<file path="config.mk">
export PLATFORM = sky130hd
export DESIGN_NAME = param_ram
export DESIGN_NICKNAME = d
export VERILOG_FILES = /design/src/rtl/param_ram.sv
export SDC_FILE = /design/constraint.sdc
export NUM_CORES = 1
export LEC_CHECK = 0
export CORE_UTILIZATION = 48
export DETAILED_ROUTE_END_ITERATION = 8
export GPL_TIMING_DRIVEN = 1
export PLACE_DENSITY = 0.87
export SLEW_MARGIN = 20
export SYNTH_ARGS = -nofsm -noshare
export SYNTH_HDL_FRONTEND = slang
export SYNTH_SLANG_ARGS = --single-unit
</file>
<file path="constraint.sdc">
create_clock -name clock -period 1.9 [get_ports clock]
set_input_delay 0.38 -clock clock [delete_from_list [all_inputs] [get_ports clock]]
set_output_delay 0.38 -clock clock [all_outputs]
set_load 0.01 [all_outputs]
</file>
<file path="src/rtl/param_ram.sv">
// DEPTH x WIDTH scratch RAM: one synchronous write port and two registered read ports.
// Reset starts a hardware clear sequence that writes CLEAR_VAL into every word, one per cycle.
module param_ram #(
  parameter int unsigned      WIDTH     = 2,
  parameter int unsigned      DEPTH     = 4,
  parameter int unsigned      ADDR_W    = 2,
  parameter bit               BYPASS    = 1'b1,
  parameter logic [WIDTH-1:0] CLEAR_VAL = '0
) (
  input  logic              clock,
  input  logic              reset,
  input  logic              wr_en,
  input  logic [ADDR_W-1:0] wr_addr,
  input  logic [WIDTH-1:0]  wr_data,
  input  logic              rd_en0,
  input  logic [ADDR_W-1:0] rd_addr0,
  output logic [WIDTH-1:0]  rd_data0,
  output logic              rd_valid0,
  input  logic              rd_en1,
  input  logic [ADDR_W-1:0] rd_addr1,
  output logic [WIDTH-1:0]  rd_data1,
  output logic              rd_valid1,
  output logic              busy,
  output logic              err
);

  localparam logic [ADDR_W:0]   DEPTH_W  = (ADDR_W+1)'(DEPTH);
  localparam logic [ADDR_W-1:0] LAST_PTR = ADDR_W'(DEPTH - 1);

  typedef enum logic {ST_CLEAR, ST_READY} state_t;

  state_t            r_state;
  state_t            w_state_next;
  logic [ADDR_W-1:0] r_clr_ptr;
  logic [ADDR_W-1:0] w_clr_ptr_next;
  logic [WIDTH-1:0]  r_mem [DEPTH];
  logic [WIDTH-1:0]  r_rd_data0;
  logic [WIDTH-1:0]  r_rd_data1;
  logic              r_rd_valid0;
  logic              r_rd_valid1;
  logic              r_err;

  logic              w_ready;
  logic              w_clr_we;
  logic              w_wr_in;
  logic              w_rd0_in;
  logic              w_rd1_in;
  logic              w_wr_ok;
  logic              w_bad_access;
  logic [WIDTH-1:0]  w_rd_word0;
  logic [WIDTH-1:0]  w_rd_word1;

  function automatic logic f_in_range(input logic [ADDR_W-1:0] addr);
    return ({1'b0, addr} < DEPTH_W);
  endfunction

  always_ff @(posedge clock) begin
    r_state   <= w_state_next;
    r_clr_ptr <= w_clr_ptr_next;
  end

  always_comb begin
    w_state_next   = r_state;
    w_clr_ptr_next = r_clr_ptr;
    if (reset) begin
      w_state_next   = ST_CLEAR;
      w_clr_ptr_next = '0;
    end else begin
      case (r_state)
        ST_CLEAR: begin
          if (r_clr_ptr == LAST_PTR) w_state_next = ST_READY;
          else                       w_clr_ptr_next = r_clr_ptr + 1'b1;
        end
        ST_READY: w_state_next = ST_READY;
        default:  w_state_next = ST_CLEAR;
      endcase
    end
  end

  always_comb begin
    w_ready      = (r_state == ST_READY) && !reset;
    w_clr_we     = (r_state == ST_CLEAR) && !reset;
    w_wr_in      = f_in_range(wr_addr);
    w_rd0_in     = f_in_range(rd_addr0);
    w_rd1_in     = f_in_range(rd_addr1);
    w_wr_ok      = w_ready && wr_en && w_wr_in;
    w_bad_access = w_ready && ((wr_en && !w_wr_in) ||
                               (rd_en0 && !w_rd0_in) ||
                               (rd_en1 && !w_rd1_in));
  end

  // Collision handling: write-first forwards wr_data, read-first falls through to the old word.
  always_comb begin
    w_rd_word0 = '0;
    if (w_rd0_in) begin
      if (BYPASS && wr_en && w_wr_in && (wr_addr == rd_addr0)) w_rd_word0 = wr_data;
      else                                                    w_rd_word0 = r_mem[rd_addr0];
    end
  end

  always_comb begin
    w_rd_word1 = '0;
    if (w_rd1_in) begin
      if (BYPASS && wr_en && w_wr_in && (wr_addr == rd_addr1)) w_rd_word1 = wr_data;
      else                                                    w_rd_word1 = r_mem[rd_addr1];
    end
  end

  // Array has no reset of its own; the clear sequence is the only initialisation.
  always_ff @(posedge clock) begin
    if (w_clr_we)     r_mem[r_clr_ptr] <= CLEAR_VAL;
    else if (w_wr_ok) r_mem[wr_addr]   <= wr_data;
  end

  always_ff @(posedge clock) begin
    if (reset) begin
      r_rd_data0  <= '0;
      r_rd_data1  <= '0;
      r_rd_valid0 <= 1'b0;
      r_rd_valid1 <= 1'b0;
      r_err       <= 1'b0;
    end else if (w_ready) begin
      r_rd_valid0 <= rd_en0;
      r_rd_valid1 <= rd_en1;
      if (rd_en0) r_rd_data0 <= w_rd_word0;
      if (rd_en1) r_rd_data1 <= w_rd_word1;
      if (w_bad_access) r_err <= 1'b1;
    end else begin
      r_rd_valid0 <= 1'b0;
      r_rd_valid1 <= 1'b0;
    end
  end

  assign busy      = (r_state == ST_CLEAR);
  assign err       = r_err;
  assign rd_data0  = r_rd_data0;
  assign rd_data1  = r_rd_data1;
  assign rd_valid0 = r_rd_valid0;
  assign rd_valid1 = r_rd_valid1;

endmodule
</file>
Word level (Yosys, flattened, before mapping)
Memory sizes are Yosys's and may differ from the RTL's. A register that Yosys moved wholly into a read port is not among the register bits.
Cells that the tools add are included.
Word-level totals
  register bits: 5
  output and inout bits: 8
  bits in writable memories: 8
  logic and storage cells: 29
  input bits: 13
  memories kept: 1
Memory list
  r_mem: words 4, width 2, rd ports 2, clocked after Yosys merged registers in 2, wr ports 1, line 36  | logic [WIDTH-1:0] r_mem [DEPTH];
Cells by class
  bitwise gates (word level): 3
  $add $sub $neg: 1
  equality and inequality tests: 1
  mux-type cells: 10
  reductions and logical operators: 9
Operators by type and width (count)
  1-bit two-way mux: 7
  2-bit AND reduction: 3
  2-bit two-way mux: 2
  2-bit OR reduction: 2
  1-bit logical AND: 3
  1-bit NOT: 3
  2-bit by 1-bit adder with 2-bit output (second input constant): 1
  2-bit == test (second input constant): 1
  1-bit case mux with 2 select lines: 1
  1-bit zero test: 1

Depth between registers and ports, before layout
  word-level depth: 8
  depth in mapped cells: 6

Worst setup path after synthesis
Ideal clock, no wire load.
  path type: input port to flip-flop
  from: in reset
  to: reg r_rd_data1[0] (netlist: rd_data1[0]) (read register of r_mem)
  path buffers: 0
  cell stages on the path: 5
  path slack: 0.479 ns
  data arrival time: 1.303 ns
  data required time: 1.783 ns
  library setup time: 0.117 ns
  path through: nand3b_4 -> or3b_1 -> nand4_2 -> mux2i_1 -> o21ai_1
On the way
  cells in the longest elaborated chain, start to end: 3
RTL lines
  start, declared: line 11  | input logic reset,
  1-bit zero test: line 81  | w_ready = (r_state == ST_READY) && !reset;
  1-bit logical AND: line 81
  2-bit AND reduction (no source line)
  end, declared: line 38  | logic [WIDTH-1:0] r_rd_data1;
Parallel ways exist; a longest one is shown, timed or not.
A chain may end at the register's enable or synchronous reset.

Worst setup path in the final report
  from: reg r_state
  to: out busy
On the way
  cells in the longest elaborated chain, start to end: 1
RTL lines
  start, declared: line 32  | state_t r_state;
  start signal, assigned: line 58  | r_state <= w_state_next;
  1-bit NOT (no source line)
  end, declared: line 23  | output logic busy,
Every way passes these cells.

==> flow_summary.yaml <==
run_status:
  status: "finished clean"
power_and_ir_drop:
  leakagePower_nw: 0.499
  intPower_mw: 0.713
  swShare: 0.314
  cellPowerDensity_nw_per_um2: 859
  power_switching_mw: 0.327
  combinationalPowerShare: 0.327
  pwr-share-seq: 0.491
  peakVddDrop_uv: 527
  power.share.clock: 0.182
clocking:
  numCtsBuffers: 3
  cts_sinks: 17
  tritoncts: "done"
  clockBufferDepth: 2
  hold_buffers: 0
  cts_root_buffer: "clkbuf_4"
  ctsHtreeMaxLevel: 1
  clock_latency_ns: 0.28
  clkSlewWorstSetupHoldPaths_ns: 0.10
route:
  dr.pass1.iters: 4
  drt_iter0_drc: 7
  ant_nets: 0
  vias_per_cell: 5.32
  via_count: 729
  wirelength_mm: 1.83
  wl_per_cell_um: 13.3
  drc: 0
synth:
  avgSynthCellArea_um2: 10.9
  syn_inst: 85
  synth_top_cell_by_area: "edfxtp_1"
  synth_seq_area_share: 0.455
  ys_warn_count: 0
  synth_area_leaders: "edfxtp_1 26%, dfxtp_1 19%, mux4_2 9.7%"
  synth_nets: 99
  ys_ff_latch: 17
  synthDistinctLibCells: 33
  syn_area_um2: 925
  synth_top_area_frac: 0.260
layout:
  layout-drive-gt1-share: 0.196
  num_antenna_cells: 0
  final_cell_area_um2: 1210
  nNetsFinal: 127
  final_util: 0.687
  n_fill_cell: 162
  area.growth.synth_to_final_pct: 31.0
worst_setup_path:
  cp.arrival_ns: 1.31
  worstSetupStartpointType: "flop"
  cp_top_family: "buffers and inverters"
  worstPathCellList: "inv_2, clkdlybuf4s50_1"
  path_buf_inv: 2
  critPathMaxFanout: 11
  required_ns: 1.52
  crit_path_end_kind: "output port"
  worstSetupPathType: "flop to output port"
  critical_path.slowest_cell: "dfxtp_2"
  cpPeakStageDelay_ns: 0.48
sta:
  hold_viol: 0
  post-route-min-period_ns: 1.69
  period_share: 0.891
  fin_setup_tns_ns: 0
  finClkSkew_ns: 0.00297
  rsz0062_at_grt: "no"
  drv_slew: 0
  fmax_mhz: 590
  hold_slack_ns: 0.448
  setup_viol: 0
die:
  ioPinCount: 21
  die_area_um2: 2110
  core_area_um2: 1760
  start_util: 0.524
  dieHeight_um: 45.9
  fp.dieW_um: 45.9
  rows: 15
place:
  place.port_buffers: 19
  place_congestion: 0.778
  place_area_um2: 1180
  dpl.hpwl_mm: 1.49
global_routing:
  grt_max_degree: 12
  grtUsageTotal: 0.204
  antenna_found_initial: 0
  grt_pass1_wl_mm: 3.04
  grt_pass1_vias: 751
  grt-ovfl-total: 0
hold_path:
  hold_class: "flop to flop"
flow_run:
  cap_violations: 0
==> final cells by class <==
type / instances / area [um^2] / share of cell area
inverters: 4 / 15.0 / 0.0124
flip-flops and latches: 17 / 422 / 0.348
clock inverters: 1 / 5.00 / 0.00413
clock buffers: 3 / 22.5 / 0.0186
multi-input cells: 61 / 473 / 0.390
well taps: 25 / 31.3 / 0.0258
repair buffers: 26 / 243 / 0.200
==> through the flow <==
stage	power, mW	cells	setup slack, ns
after global placement	0.839	133	-0.0223
after detailed placement	0.860	133	-0.0899
after CTS	1.05	137	0.0410
after floorplan	0.732	85	0.479
final	1.04	137	0.206
after global routing	1.11	137	0.148
==> kinds of logic after synthesis <==
group,share of synthesized area
buffers and inverters,0.0338
other,0.00406
AND/OR/NAND/NOR,0.206
multiplexers,0.152
AO/OA/AOI/OAI,0.0893
flip-flops,0.455
adder cells (fa/ha/maj),0.0135
XOR/XNOR,0.0474
==> Yosys cell counts (all sizes together) <==
library cell	n
or3b	2
ha	1
nand3b	3
xor2	4
nor2b	3
and3	2
a21o	1
o32ai	2
mux2i	5
o21ai	6
nand4	2
a21oi	4
xnor2	1
dfxtp	9
inv	4
and2	1
edfxtp	8
nor2	5
nor3b	1
nand2	8
mux4	4
conb	1
a31oi	1
nand3	1
nand2b	2
buf	2
clkbuf	1
nor3	1
==> registers in the layout, indices dropped and copies added (netlist names) <==
| register | flops |
|---|---|
| r_clr_ptr | 2 |
| rd_data1 | 2 |
| r_mem | 8 |
| r_state | 1 |
| rd_data0 | 2 |
| rd_valid1 | 1 |
| rd_valid0 | 1 |
==> tightest hold or removal path: stages (launching register included) <==
cell	delay, ns
dfxtp_1	0.32
nand2_1	0.05
o21ai_1	0.05
==> cell usage in the layout, fill, tap and decap left out, types with 3 or more instances in the layout <==
cell	count
nor2b_1	3
xor2_1	4
nor2_1	5
clkdlybuf4s50_1	19
clkbuf_4	3
buf_4	7
inv_1	3
mux4_2	4
edfxtp_1	8
mux2i_1	5
dfxtp_1	8
nand2_1	8
o21ai_1	5
a21oi_1	4
==> path summary, 6_finish.rpt <==
kind / from / end / slack, ns / depth (start not counted)
min reg2reg: rd_data0[1] / rd_data0[1] / 0.45 / 2
max: r_state / busy / 0.21 / 2
min: rd_data0[1] / rd_data0[1] / 0.45 / 2
max reg2reg: r_state / rd_data1[1] / 0.36 / 5
==> power by group through the flow <==
stage	Sequential, mW	Combinational (mW)	Clock [mW]
finish	0.511	0.340	0.189
global route	0.519	0.387	0.208
CTS	0.509	0.343	0.197
floorplan	0.493	0.239	0
detailed placement	0.518	0.342	0
global placement	0.513	0.327	0
==> metal layers <==
metal	wire, um	vias up	global-route usage
met3	49	2	0.0357
met4	19	0	0.0588
li1	-	362	-
met5	0	-	0
met2	1040	19	0.408
met1	717	346	0.209
==> what timing repair did <==
action | in CTS | in global routing
setup buffers | 0 | 0
gates resized for setup | 0 | 1
setup endpoints to repair | 0 | 1
(Power assumes the default switching activity.)
